### src/rtl/uc_pkg.sv
`default_nettype none
// ============================================================================
// Module   : uc_pkg
// Brief    : Shared types and encodings for the multicycle MIPS control unit:
//            state enumeration, opcode/funct constants, datapath mux codes.
// Revision : 1.0 - initial release
// ============================================================================
package uc_pkg;

  localparam int STATE_ENC_W = 6;

  typedef enum logic [STATE_ENC_W-1:0] {
    S_FETCH      = 6'd0,
    S_FETCH_WAIT = 6'd1,
    S_IR_LOAD    = 6'd2,
    S_DECODE     = 6'd3,
    S_RTYPE_EX   = 6'd4,
    S_RTYPE_WB   = 6'd5,
    S_ADDI_EX    = 6'd6,
    S_ADDI_WB    = 6'd7,
    S_BEQ        = 6'd8,
    S_BNE        = 6'd9,
    S_MEM_ADDR   = 6'd10,
    S_LW_RD      = 6'd11,
    S_LW_WAIT    = 6'd12,
    S_LW_WB      = 6'd13,
    S_SW_WR      = 6'd14,
    S_SW_WAIT    = 6'd15,
    S_LUI        = 6'd16,
    S_J          = 6'd17,
    S_JR         = 6'd18,
    S_BREAK      = 6'd19,
    S_ILLEGAL    = 6'd20
  } state_t;

  // Opcode field IR[31:26]
  localparam logic [5:0] OP_RTYPE = 6'h00;
  localparam logic [5:0] OP_ADDI  = 6'h08;
  localparam logic [5:0] OP_BEQ   = 6'h04;
  localparam logic [5:0] OP_BNE   = 6'h05;
  localparam logic [5:0] OP_LW    = 6'h23;
  localparam logic [5:0] OP_SW    = 6'h2B;
  localparam logic [5:0] OP_LUI   = 6'h0F;
  localparam logic [5:0] OP_J     = 6'h02;

  // Funct field IR[5:0] for the special R-type encodings
  localparam logic [5:0] FN_JR    = 6'h08;
  localparam logic [5:0] FN_BREAK = 6'h0D;

  // ALU operation select
  localparam logic [2:0] ALU_ADD   = 3'b000;
  localparam logic [2:0] ALU_SUB   = 3'b001;
  localparam logic [2:0] ALU_FUNCT = 3'b010;
  localparam logic [2:0] ALU_LUI   = 3'b100;

  // PC source select
  localparam logic [1:0] PCS_ALU    = 2'b00;
  localparam logic [1:0] PCS_ALUOUT = 2'b01;
  localparam logic [1:0] PCS_JUMP   = 2'b10;
  localparam logic [1:0] PCS_REGA   = 2'b11;

  // ALU B operand select
  localparam logic [1:0] SRCB_B      = 2'b00;
  localparam logic [1:0] SRCB_FOUR   = 2'b01;
  localparam logic [1:0] SRCB_IMM    = 2'b10;
  localparam logic [1:0] SRCB_IMM_S2 = 2'b11;

  // True for the states that stall on memory latency
  function automatic logic is_wait(input state_t s);
    return (s == S_FETCH_WAIT) || (s == S_LW_WAIT) || (s == S_SW_WAIT);
  endfunction

endpackage
`default_nettype wire

### src/rtl/uc_wait_counter.sv
`default_nettype none
// ============================================================================
// Module   : uc_wait_counter
// Brief    : Counts cycles spent in a memory wait state. Instruction fetch
//            waits MEM_WAIT cycles; data accesses (long_i) wait one more so
//            the read data / write completes before the next state.
// Revision : 1.0 - initial release
// ============================================================================
module uc_wait_counter #(
  parameter int MEM_WAIT = 2
) (
  input  logic Clk,
  input  logic Reset,
  input  logic clear_i,
  input  logic en_i,
  input  logic long_i,
  output logic done_o
);

  localparam int CNT_W = (MEM_WAIT > 0) ? $clog2(MEM_WAIT + 1) : 1;

  logic [CNT_W-1:0] cnt_q;

  // Restart at zero whenever outside a wait state, step once per wait cycle
  always_ff @(posedge Clk) begin
    if (Reset || clear_i) begin
      cnt_q <= '0;
    end else if (en_i) begin
      cnt_q <= cnt_q + CNT_W'(1);
    end
  end

  generate
    if (MEM_WAIT == 0) begin : g_nowait
      // Fetch never stalls; a data wait lasts exactly one cycle
      assign done_o = long_i ? (cnt_q == '0) : 1'b1;
    end else begin : g_wait
      localparam logic [CNT_W-1:0] LAST_SHORT = CNT_W'(MEM_WAIT - 1);
      localparam logic [CNT_W-1:0] LAST_LONG  = CNT_W'(MEM_WAIT);
      assign done_o = (cnt_q == (long_i ? LAST_LONG : LAST_SHORT));
    end
  endgenerate

endmodule
`default_nettype wire

### src/rtl/uc_multicycle.sv
`default_nettype none
// ============================================================================
// Module   : uc_multicycle
// Brief    : Multicycle MIPS control unit. Moore FSM producing datapath mux
//            selects and write enables, with memory wait states, halt at
//            instruction boundary and sticky illegal-opcode trap.
// Revision : 1.0 - initial release
// ============================================================================
module uc_multicycle
  import uc_pkg::*;
#(
  parameter int MEM_WAIT = 2,
  parameter int STATE_W  = 6
) (
  input  logic               Clk,
  input  logic               Reset,
  input  logic [5:0]         Op,
  input  logic [5:0]         Funct,
  input  logic               HaltReq,
  output logic               PCWrite,
  output logic               PCWriteCond,
  output logic               IorD,
  output logic               MemWrite,
  output logic               MemtoReg,
  output logic               IRWrite,
  output logic [1:0]         PCSource,
  output logic [2:0]         ALUOp,
  output logic               ALUSrcA,
  output logic [1:0]         ALUSrcB,
  output logic               RegWrite,
  output logic               RegDst,
  output logic               AWrite,
  output logic               BWrite,
  output logic               ALUOutWrite,
  output logic               MDRWrite,
  output logic               BranchNe,
  output logic               Halted,
  output logic               Exception,
  output logic [STATE_W-1:0] State_out
);

  state_t               state_q, state_d;
  state_t               end_state;
  logic                 halt_q;
  logic [STATE_W-1:0]   state_out_q;
  logic                 wait_done;

  uc_wait_counter #(.MEM_WAIT(MEM_WAIT)) u_wait (
    .Clk     (Clk),
    .Reset   (Reset),
    .clear_i (!is_wait(state_q)),
    .en_i    (is_wait(state_q)),
    .long_i  (state_q != S_FETCH_WAIT),
    .done_o  (wait_done)
  );

  // Next-state selection; a request seen in the final cycle still halts here
  always_comb begin
    end_state = (halt_q || HaltReq) ? S_BREAK : S_FETCH;
    state_d   = state_q;
    case (state_q)
      S_FETCH:      state_d = (MEM_WAIT > 0) ? S_FETCH_WAIT : S_IR_LOAD;
      S_FETCH_WAIT: if (wait_done) state_d = S_IR_LOAD;
      S_IR_LOAD:    state_d = S_DECODE;
      S_DECODE: begin
        case (Op)
          OP_RTYPE: begin
            if (Funct == FN_JR)         state_d = S_JR;
            else if (Funct == FN_BREAK) state_d = S_BREAK;
            else                        state_d = S_RTYPE_EX;
          end
          OP_ADDI:       state_d = S_ADDI_EX;
          OP_BEQ:        state_d = S_BEQ;
          OP_BNE:        state_d = S_BNE;
          OP_LW, OP_SW:  state_d = S_MEM_ADDR;
          OP_LUI:        state_d = S_LUI;
          OP_J:          state_d = S_J;
          default:       state_d = S_ILLEGAL;
        endcase
      end
      S_RTYPE_EX:   state_d = S_RTYPE_WB;
      S_ADDI_EX:    state_d = S_ADDI_WB;
      S_MEM_ADDR:   state_d = (Op == OP_SW) ? S_SW_WR : S_LW_RD;
      S_LW_RD:      state_d = S_LW_WAIT;
      S_LW_WAIT:    if (wait_done) state_d = S_LW_WB;
      S_SW_WR:      state_d = S_SW_WAIT;
      S_SW_WAIT:    if (wait_done) state_d = end_state;
      S_RTYPE_WB, S_ADDI_WB, S_BEQ, S_BNE, S_LW_WB, S_LUI, S_J, S_JR:
                    state_d = end_state;
      S_BREAK:      state_d = S_BREAK;
      S_ILLEGAL:    state_d = S_ILLEGAL;
      default:      state_d = S_FETCH;
    endcase
  end

  // State, sticky halt flag and the one-cycle-delayed state copy
  always_ff @(posedge Clk) begin
    if (Reset) begin
      state_q     <= S_FETCH;
      halt_q      <= 1'b0;
      state_out_q <= '0;
    end else begin
      state_q     <= state_d;
      halt_q      <= halt_q | HaltReq;
      state_out_q <= STATE_W'(state_q);
    end
  end

  assign State_out = state_out_q;

  // Moore output decode; anything not named for a state stays low
  always_comb begin
    PCWrite     = 1'b0;
    PCWriteCond = 1'b0;
    IorD        = 1'b0;
    MemWrite    = 1'b0;
    MemtoReg    = 1'b0;
    IRWrite     = 1'b0;
    PCSource    = PCS_ALU;
    ALUOp       = ALU_ADD;
    ALUSrcA     = 1'b0;
    ALUSrcB     = SRCB_B;
    RegWrite    = 1'b0;
    RegDst      = 1'b0;
    AWrite      = 1'b0;
    BWrite      = 1'b0;
    ALUOutWrite = 1'b0;
    MDRWrite    = 1'b0;
    BranchNe    = 1'b0;
    Halted      = 1'b0;
    Exception   = 1'b0;
    case (state_q)
      S_FETCH, S_FETCH_WAIT: ALUSrcB = SRCB_FOUR;
      S_IR_LOAD: begin
        IRWrite = 1'b1;
        PCWrite = 1'b1;
        ALUSrcB = SRCB_FOUR;
      end
      S_DECODE: begin
        AWrite      = 1'b1;
        BWrite      = 1'b1;
        ALUSrcB     = SRCB_IMM_S2;
        ALUOutWrite = 1'b1;
      end
      S_RTYPE_EX: begin
        ALUSrcA     = 1'b1;
        ALUOp       = ALU_FUNCT;
        ALUOutWrite = 1'b1;
      end
      S_RTYPE_WB: begin
        RegWrite = 1'b1;
        RegDst   = 1'b1;
      end
      S_ADDI_EX, S_MEM_ADDR: begin
        ALUSrcA     = 1'b1;
        ALUSrcB     = SRCB_IMM;
        ALUOutWrite = 1'b1;
      end
      S_ADDI_WB: RegWrite = 1'b1;
      S_BEQ, S_BNE: begin
        ALUSrcA     = 1'b1;
        ALUOp       = ALU_SUB;
        PCWriteCond = 1'b1;
        PCSource    = PCS_ALUOUT;
        BranchNe    = (state_q == S_BNE);
      end
      S_LW_RD, S_SW_WAIT: IorD = 1'b1;
      S_LW_WAIT: begin
        IorD     = 1'b1;
        MDRWrite = wait_done;
      end
      S_LW_WB: begin
        RegWrite = 1'b1;
        MemtoReg = 1'b1;
      end
      S_SW_WR: begin
        IorD     = 1'b1;
        MemWrite = 1'b1;
      end
      S_LUI: begin
        ALUSrcB  = SRCB_IMM;
        ALUOp    = ALU_LUI;
        RegWrite = 1'b1;
      end
      S_J: begin
        PCWrite  = 1'b1;
        PCSource = PCS_JUMP;
      end
      S_JR: begin
        PCWrite  = 1'b1;
        PCSource = PCS_REGA;
      end
      S_BREAK:   Halted    = 1'b1;
      S_ILLEGAL: Exception = 1'b1;
      default: ;
    endcase
  end

endmodule
`default_nettype wire

### config.mk
export PLATFORM = sky130hd
export DESIGN_NAME = uc_multicycle
export DESIGN_NICKNAME = d
export VERILOG_FILES = /design/src/rtl/uc_pkg.sv /design/src/rtl/uc_wait_counter.sv /design/src/rtl/uc_multicycle.sv
export SDC_FILE = /design/constraint.sdc
export NUM_CORES = 1
export LEC_CHECK = 0
export BUFFER_PORTS_ARGS = -buffer_cell sky130_fd_sc_hd__buf_2
export CAP_MARGIN = 10
export CORE_MARGIN = 2
export CORE_UTILIZATION = 40
export CTS_CLUSTER_SIZE = 25
export DETAILED_ROUTE_END_ITERATION = 6
export GPL_TIMING_DRIVEN = 0
export PLACE_DENSITY = 0.69
export SYNTH_ARGS = -nofsm -noshare
export SYNTH_HDL_FRONTEND = slang
export SYNTH_HIERARCHICAL = 1
export SYNTH_SLANG_ARGS = --single-unit
### constraint.sdc
create_clock -name Clk -period 3 [get_ports Clk]
set_clock_uncertainty 0.15 [all_clocks]
set_input_delay 0.15 -clock Clk [delete_from_list [all_inputs] [get_ports Clk]]
set_output_delay 0.15 -clock Clk [all_outputs]
set_load 0.01 [all_outputs]
==> flow_summary_export.csv, run 1 <==
group,metric,value,unit
final_layout,nets,238,
clocking,cts.path.max_buffers,2,
routing,wl,3.371,mm
routing,wl_per_cell,12.67,um
sta,rsz0062_at_grt,"no",
worst_setup_path,cp_top_family,"simple AND/OR/NAND/NOR gates",
sta,setup_viol,0,
final_layout,nFillCells,318,
synthesis,synthTopCellsByArea,"dfxtp_1, nor2_1, nor3_1",
global_routing,grt_util_all_layers,19.63,%
synthesis,synth_cell_types,51,
hold_path,hp-start,"Reset",
clocking,cts_sinks,13,
worst_setup_path,path_buf_inv,1,
synthesis,synth_top_area_share,20.66,%
synthesis,synth.top_cells.by_count,"nor2_1, dfxtp_1, nand2_1",
routing,drcViolationCount,0,
clocking,tritoncts,"built",
routing,vias_per_cell,5.451,
sta,worst_slew_pin_slew,0.6310,ns
worst_setup_path,crit_path_start_kind,"flip-flop",
final_layout,syn2layout_area_growth,24.83,%
power_and_ir_drop,finalPower,1.024,mW
run,drv_cap,0,
global_routing,grt_pass1_wl,5.451,mm
status,status,"finished clean",
clocking,cts.clk_slew.worst_paths,0.07,ns
global_routing,grt_pass1_vias,1197,
sta,min_period_over_period,95.60,%
sta,finalCriticalPeriod,2.868,ns
clocking,postCtsHoldBufs,0,
synthesis,syn_inst,181,
worst_setup_path,crit_start,"state_q[2]$_SDFFE_PP0P_",
hold_path,hold_end,"u_wait/cnt_q[1]$_SDFFE_PP0P_",
sta,layout_setup_ws,0.1320,ns
worst_setup_path,endpoint_kind,"flip-flop",
sta,final-hold-violation-count,0,
sta,fmax,348.7,MHz
power_and_ir_drop,peakVddDrop,0.1983,mV
synthesis,netlist_area,0.001260,mm^2
worst_setup_path,cp_max_fo,7,
worst_setup_path,slowest_stage,"or4b_4",
floorplan,rows,20,
hold_path,hold_class,"primary input to flip-flop",
worst_setup_path,worstPathArrival,2.92,ns
placement,io_buffers,38,
sta,slew_headroom,56.85,%
synthesis,yosys.area.top_type,"dfxtp_1",
floorplan,initial_core_util,41.61,%
synthesis,synth-edff-count,0,
clocking,cts_root_buf,"clkbuf_4",
synthesis,synth-async-reset-ratio,0,%
global_routing,grt-ovfl-total,0,
sta,setup-tns-final,0,ns
worst_setup_path,crit_chain,"or2_4, nor2_4, nand2_1, nand2b_1, o21ai_2, nor2_1, a22o_4, or3_1, clkbuf_4, or4b_4, o21ai_1",
floorplan,die_h,60.13,um
synthesis,yosys_warnings,6,
final_layout,fin_util,51.94,%
final_layout,num_antenna_cells,0,
global_routing,grt_max_degree,20,
floorplan,die_area,0.003615,mm^2
hold_path,hold_path_depth,2,
worst_setup_path,cp.required,3.05,ns
routing,postRouteAntennaNets,0,
routing,drtIter0Drc,101,
worst_setup_path,r2r_start,"state_q[2]$_SDFFE_PP0P_",
placement,gp_congestion,0.8746,
worst_setup_path,r2r_end,"state_q[0]$_SDFFE_PP0P_",
synthesis,ys_seq_area_share,20.66,%
global_routing,antenna_found_initial,0,
power_and_ir_drop,p_per_area,651.0,mW/mm^2
worst_setup_path,reg2reg_slack,0.13,ns
floorplan,coreArea,0.003028,mm^2
synthesis,syn_nets,196,
power_and_ir_drop,leakagePower,0.6900,nW
routing,num_vias,1450,
synthesis,ys.flop_type,"dfxtp_1",
clocking,clock_latency,0.27,ns
synthesis,ys_ff_latch,13,
floorplan,die_w,60.13,um
worst_setup_path,criticalPathCategory,"flip-flop to flip-flop",
clocking,cts.htree.levels,1,
sta,drv_slew,0,
placement,dp_hpwl,2.620,mm
final_layout,drive_gt1_share,28.38,%
synthesis,yosysMostFrequentCell,"nor2_1",
synthesis,syn_avg_cell_area,6.961,um^2
worst_setup_path,reg2reg_depth,11,
placement,place_ws,-0.2337,ns
worst_setup_path,max_stage_delay,0.51,ns
clocking,cts-buffers-inserted,3,
routing,dr.pass1.iters,5,
floorplan,io-pin-count,44,
-- cells in the final DEF (no fill, tap or decap), types with 3 or more instances in the layout --
cell | Yosys | layout
inv_1 | 6 | 6
nand2_1 | 13 | 13
dfxtp_1 | 13 | 11
buf_4 | 3 | 6
nor2_1 | 20 | 19
nand3b_1 | 5 | 5
nand3_1 | 4 | 4
clkbuf_1 | 12 | 8
nor2b_1 | 6 | 5
nand2b_1 | 9 | 9
clkbuf_4 | 0 | 4
a31oi_1 | 3 | 3
buf_2 | 2 | 39
o21ai_0 | 12 | 11
or3_1 | 3 | 3
a21oi_1 | 10 | 10
nor3_1 | 12 | 12
xnor2_1 | 3 | 3
-- worst max path at each step --
stage | to | slack (ns) | cells past startpoint
2_1_floorplan | state_q[1]$_SDFFE_PP0P_ | 0.05 | 12
3_3_place_gp | state_q[1]$_SDFFE_PP0P_ | -0.24 | 12
3_5_place_dp | state_q[1]$_SDFFE_PP0P_ | -0.23 | 12
4_1_cts | state_q[0]$_SDFFE_PP0P_ | 0.02 | 11
5_1_grt | state_q[1]$_SDFFE_PP0P_ | 0.007 | 11
6_report | state_q[0]$_SDFFE_PP0P_ | 0.13 | 11
-- layer usage --
layer  up-vias  track usage (%)  routed length (um)
met4         0            6.349                  42
met1       653            25.78                1540
li1        737                -                   -
met2        54            32.76                1634
met3         6            2.814                 154
met5         -                0                   0
-- through the flow --
stage | std cells | cell area, um^2 | hold WS, ns
2_1_floorplan | 181 | 1264 | 0.06465
3_3_place_gp | 263 | 1509 | 0.2895
3_5_place_dp | 263 | 1509 | 0.2908
4_1_cts | 263 | 1525 | 0.003045
5_1_grt | 266 | 1573 | 0.008971
6_report | 266 | 1573 | 0.007599
-- report_power, final --
part           internal [mW]  leakage, nW  switching [mW]
sequential             0.206        0.107          0.0222
combinational          0.303        0.568           0.389
clock                 0.0515       0.0150          0.0527
total                  0.560        0.690           0.464
-- layout make-up --
cell class	count	area, um^2	share of cell area [%]
Multi-Input combinational cell	142	902.1	57.36
Sequential cell	13	262.8	16.71
Timing Repair Buffer	41	212.7	13.52
Buffer	16	91.34	5.807
Tap cell	44	55.05	3.500
Clock buffer	4	26.28	1.671
Inverter	6	22.52	1.432
-- timing repair --
item | CTS | global route
cloned | 0 | 0
resized for setup | 3 | 9
pin swaps | 0 | 3
endpoints found under the setup margin | 3 | 3
buffers inserted | 0 | 3
-- registers in the layout, indices dropped and copies added, names as in the netlist --
signal	count
state_q	5
u_wait/cnt_q	2
State_out	5
halt_q	1
-- cell families after synthesis --
| kind of cell | count (synthesis) | synth area share [%] |
|---|---|---|
| AO/OA/AOI/OAI | 51 | 29.10 |
| XOR/XNOR | 4 | 3.377 |
| AND/OR/NAND/NOR | 86 | 37.14 |
| other | 1 | 0.2976 |
| flip-flops | 13 | 20.66 |
| buffers and inverters | 26 | 9.434 |
No activity file was read; power rests on OpenSTA's default activity.
==> run 2: changes to the inputs <==
- ABC_AREA: not set -> 1
- PLACE_DENSITY: 0.69 -> 0.7
==> run 2 against run 1 <==
  * Final cell count grew 8.3%
  * Largest power group unchanged
  * Synthesized cell count grew 15%
  * Critical path type is now flip-flop to output pin
  * Clock power grew 7%
  * Global-route usage shrank 1.1 points
  * Utilization grew 0.55 points
  * Setup slack gained 0.83 ns
  * Highest routed layer unchanged
  * Sequential power shrank 5%
  * Hold slack gained 0.28 ns
  * Cell area shrank 9.5%
==> flow_summary_export.csv, run 2 <==
group,metric,value,unit
synthesis,netlist_area,0.001116,mm^2
routing,drcViolationCount,0,
worst_setup_path,path_buf_inv,4,
synthesis,synth-async-reset-ratio,0,%
synthesis,yosys_warnings,6,
power_and_ir_drop,peakVddDrop,0.3478,mV
floorplan,die_w,56.82,um
floorplan,io-pin-count,44,
final_layout,final_cell_mix,"nand2_1, buf_2, nor2_1, inv_1, nand3_1",
synthesis,ys_ff_latch,13,
worst_setup_path,cp_max_fo,6,
worst_setup_path,slowest_stage,"dfxtp_1",
sta,drv_slew,0,
routing,vias_per_cell,4.753,
clocking,cts_root_buf,"clkbuf_4",
placement,placedCellCount,281,
synthesis,yosysMostFrequentCell,"nand2_1",
final_layout,stdcell_area,0.001423,mm^2
clocking,cts.clk_slew.worst_paths,0.08,ns
routing,drtIter0Drc,71,
synthesis,ys.flop_type,"dfxtp_1",
sta,rsz0062_at_grt,"no",
global_routing,grt_max_degree,11,
final_layout,seqCellArea,260.3,um^2
routing,postRouteAntennaNets,0,
sta,setup_viol,0,
final_layout,nets,273,
sta,fmax,491.4,MHz
routing,num_vias,1369,
worst_setup_path,cp.required,2.70,ns
clocking,cts.path.max_buffers,2,
clocking,cts_sinks,13,
synthesis,synth-edff-count,0,
final_layout,fin_util,52.49,%
clocking,cts.htree.levels,1,
power_and_ir_drop,leakagePower,0.9442,nW
routing,wl,2.815,mm
routing,dr.pass1.iters,4,
clocking,cts-buffers-inserted,3,
synthesis,syn_inst,208,
run,drv_cap,0,
clocking,cts_resized,0,
sta,final-hold-violation-count,0,
floorplan,rows,19,
global_routing,grt_util_all_layers,18.49,%
placement,gp_congestion,0.8753,
final_layout,final_cells,288,
worst_setup_path,critPathMostFrequentCell,"inv_1",
status,status,"finished clean",
global_routing,grt_pass1_vias,1132,
final_layout,syn2layout_area_growth,27.47,%
clocking,cts_setup_buffers,0,
sta,setup-tns-final,0,ns
synthesis,synth.top_cells.by_count,"nand2_1, nor2_1, inv_1, nand3_1, dfxtp_1",
synthesis,yosys.area.top_type,"dfxtp_1",
routing,wl_per_cell,9.774,um
sta,finalCriticalPeriod,2.035,ns
final_layout,multi_input_area,690.7,um^2
global_routing,antenna_found_initial,0,
worst_setup_path,crit_path_start_kind,"flip-flop",
final_layout,mostFrequentLayoutCell,"nand2_1",
synthesis,syn_nets,223,
floorplan,die_area,0.003229,mm^2
sta,layout_setup_ws,0.9651,ns
power_and_ir_drop,p_per_area,460.8,mW/mm^2
global_routing,grt-ovfl-total,0,
floorplan,coreArea,0.002710,mm^2
final_layout,nFillCells,301,
worst_setup_path,crit_chain,"nor2_2, nand2_1, inv_1, nand2_2, inv_1, nand2_1, o21ai_1, inv_1, nor2_1, buf_2",
worst_setup_path,worstPathArrival,1.73,ns
placement,io_buffers,42,
placement,postPlaceCellArea,0.001365,mm^2
synthesis,synthTopCellsByArea,"dfxtp_1, nand2_1, nor2_1",
hold_path,hold_class,"primary input to flip-flop",
clocking,postCtsHoldBufs,3,
floorplan,initial_core_util,41.18,%
synthesis,synth_cell_types,20,
sta,min_period_over_period,67.83,%
clocking,clock_latency,0.28,ns
worst_setup_path,criticalPathCategory,"flip-flop to output pin",
worst_setup_path,cp_top_family,"simple AND/OR/NAND/NOR gates",
clocking,tritoncts,"built",
final_layout,num_antenna_cells,0,
worst_setup_path,endpoint_kind,"output pin",
final_layout,drive_gt1_share,24.51,%
sta,hold-worst-slack,0.2872,ns
worst_setup_path,max_stage_delay,0.37,ns
synthesis,ys_seq_area_share,23.32,%
global_routing,grt_pass1_wl,4.802,mm
synthesis,syn_avg_cell_area,5.366,um^2
synthesis,synth_top_area_share,23.32,%
placement,dp_hpwl,2.283,mm
floorplan,die_h,56.82,um
placement,place_ws,1.106,ns
power_and_ir_drop,finalPower,0.6555,mW
[run 2: cell count changes in the layout (fill, tap and decap cells not counted), sizes merged, moves of 11 or more]
cell / before / now
inv: 6 / 38
nor3: 12 / 1
nor2: 20 / 46
nand2: 13 / 60
nand3: 4 / 28
[run 2: power by group]
part	total [mW]	switching, mW	leakage [nW]	internal [mW]
registers	0.216	0.0200	0.106	0.196
clock network	0.111	0.0618	0.0177	0.0495
logic	0.328	0.215	0.821	0.113
[run 2: final cells by class]
cell class / count / share of cell area [%]
inverter: 38 / 10.03
sequential: 13 / 18.29
multi-input combinational: 154 / 48.55
buffer: 3 / 1.583
tap: 31 / 2.726
clock buffer: 3 / 1.583
clock inverter: 1 / 0.3518
timing repair buffer: 45 / 16.89
[run 2: final timing paths]
path	start	to	slack [ns]	cells after the start
setup / recovery	state_q[2]$_SDFFE_PP0P_	MDRWrite	0.97	10
hold / removal	Op[5]	state_q[3]$_SDFFE_PP0P_	0.29	7
hold reg to reg	u_wait/cnt_q[1]$_SDFFE_PP0P_	u_wait/cnt_q[1]$_SDFFE_PP0P_	0.40	2
setup reg to reg	state_q[2]$_SDFFE_PP0P_	state_q[0]$_SDFFE_PP0P_	1.09	13
[run 2: worst register-to-register path: stages, from the launching register on]
cell     delay, ns
dfxtp_1       0.37
nor2_2        0.23
nand2_1       0.13
inv_1         0.14
nand2_2       0.09
inv_1         0.06
nand2_1       0.04
o21ai_1       0.11
inv_1         0.06
nand2_1       0.08
nand2_1       0.09
nor2_4        0.16
o21ai_1       0.09
nand2_1       0.06
[run 2: cells by family after synthesis]
kind of cell    Yosys count  share of synthesized area [%]
simple gates            140                          55.04
other cells               1                         0.3360
compound gates           13                          6.501
flops                    13                          23.32
buf+inv                  41                          14.80
[run 2: metal layers]
metal	vias to the layer above	track usage (%)	wire length [um]
li1	738	-	-
met1	572	26.54	1373
met2	55	28.07	1212
met3	4	4.378	197
met4	0	3.987	31
met5	-	0	0
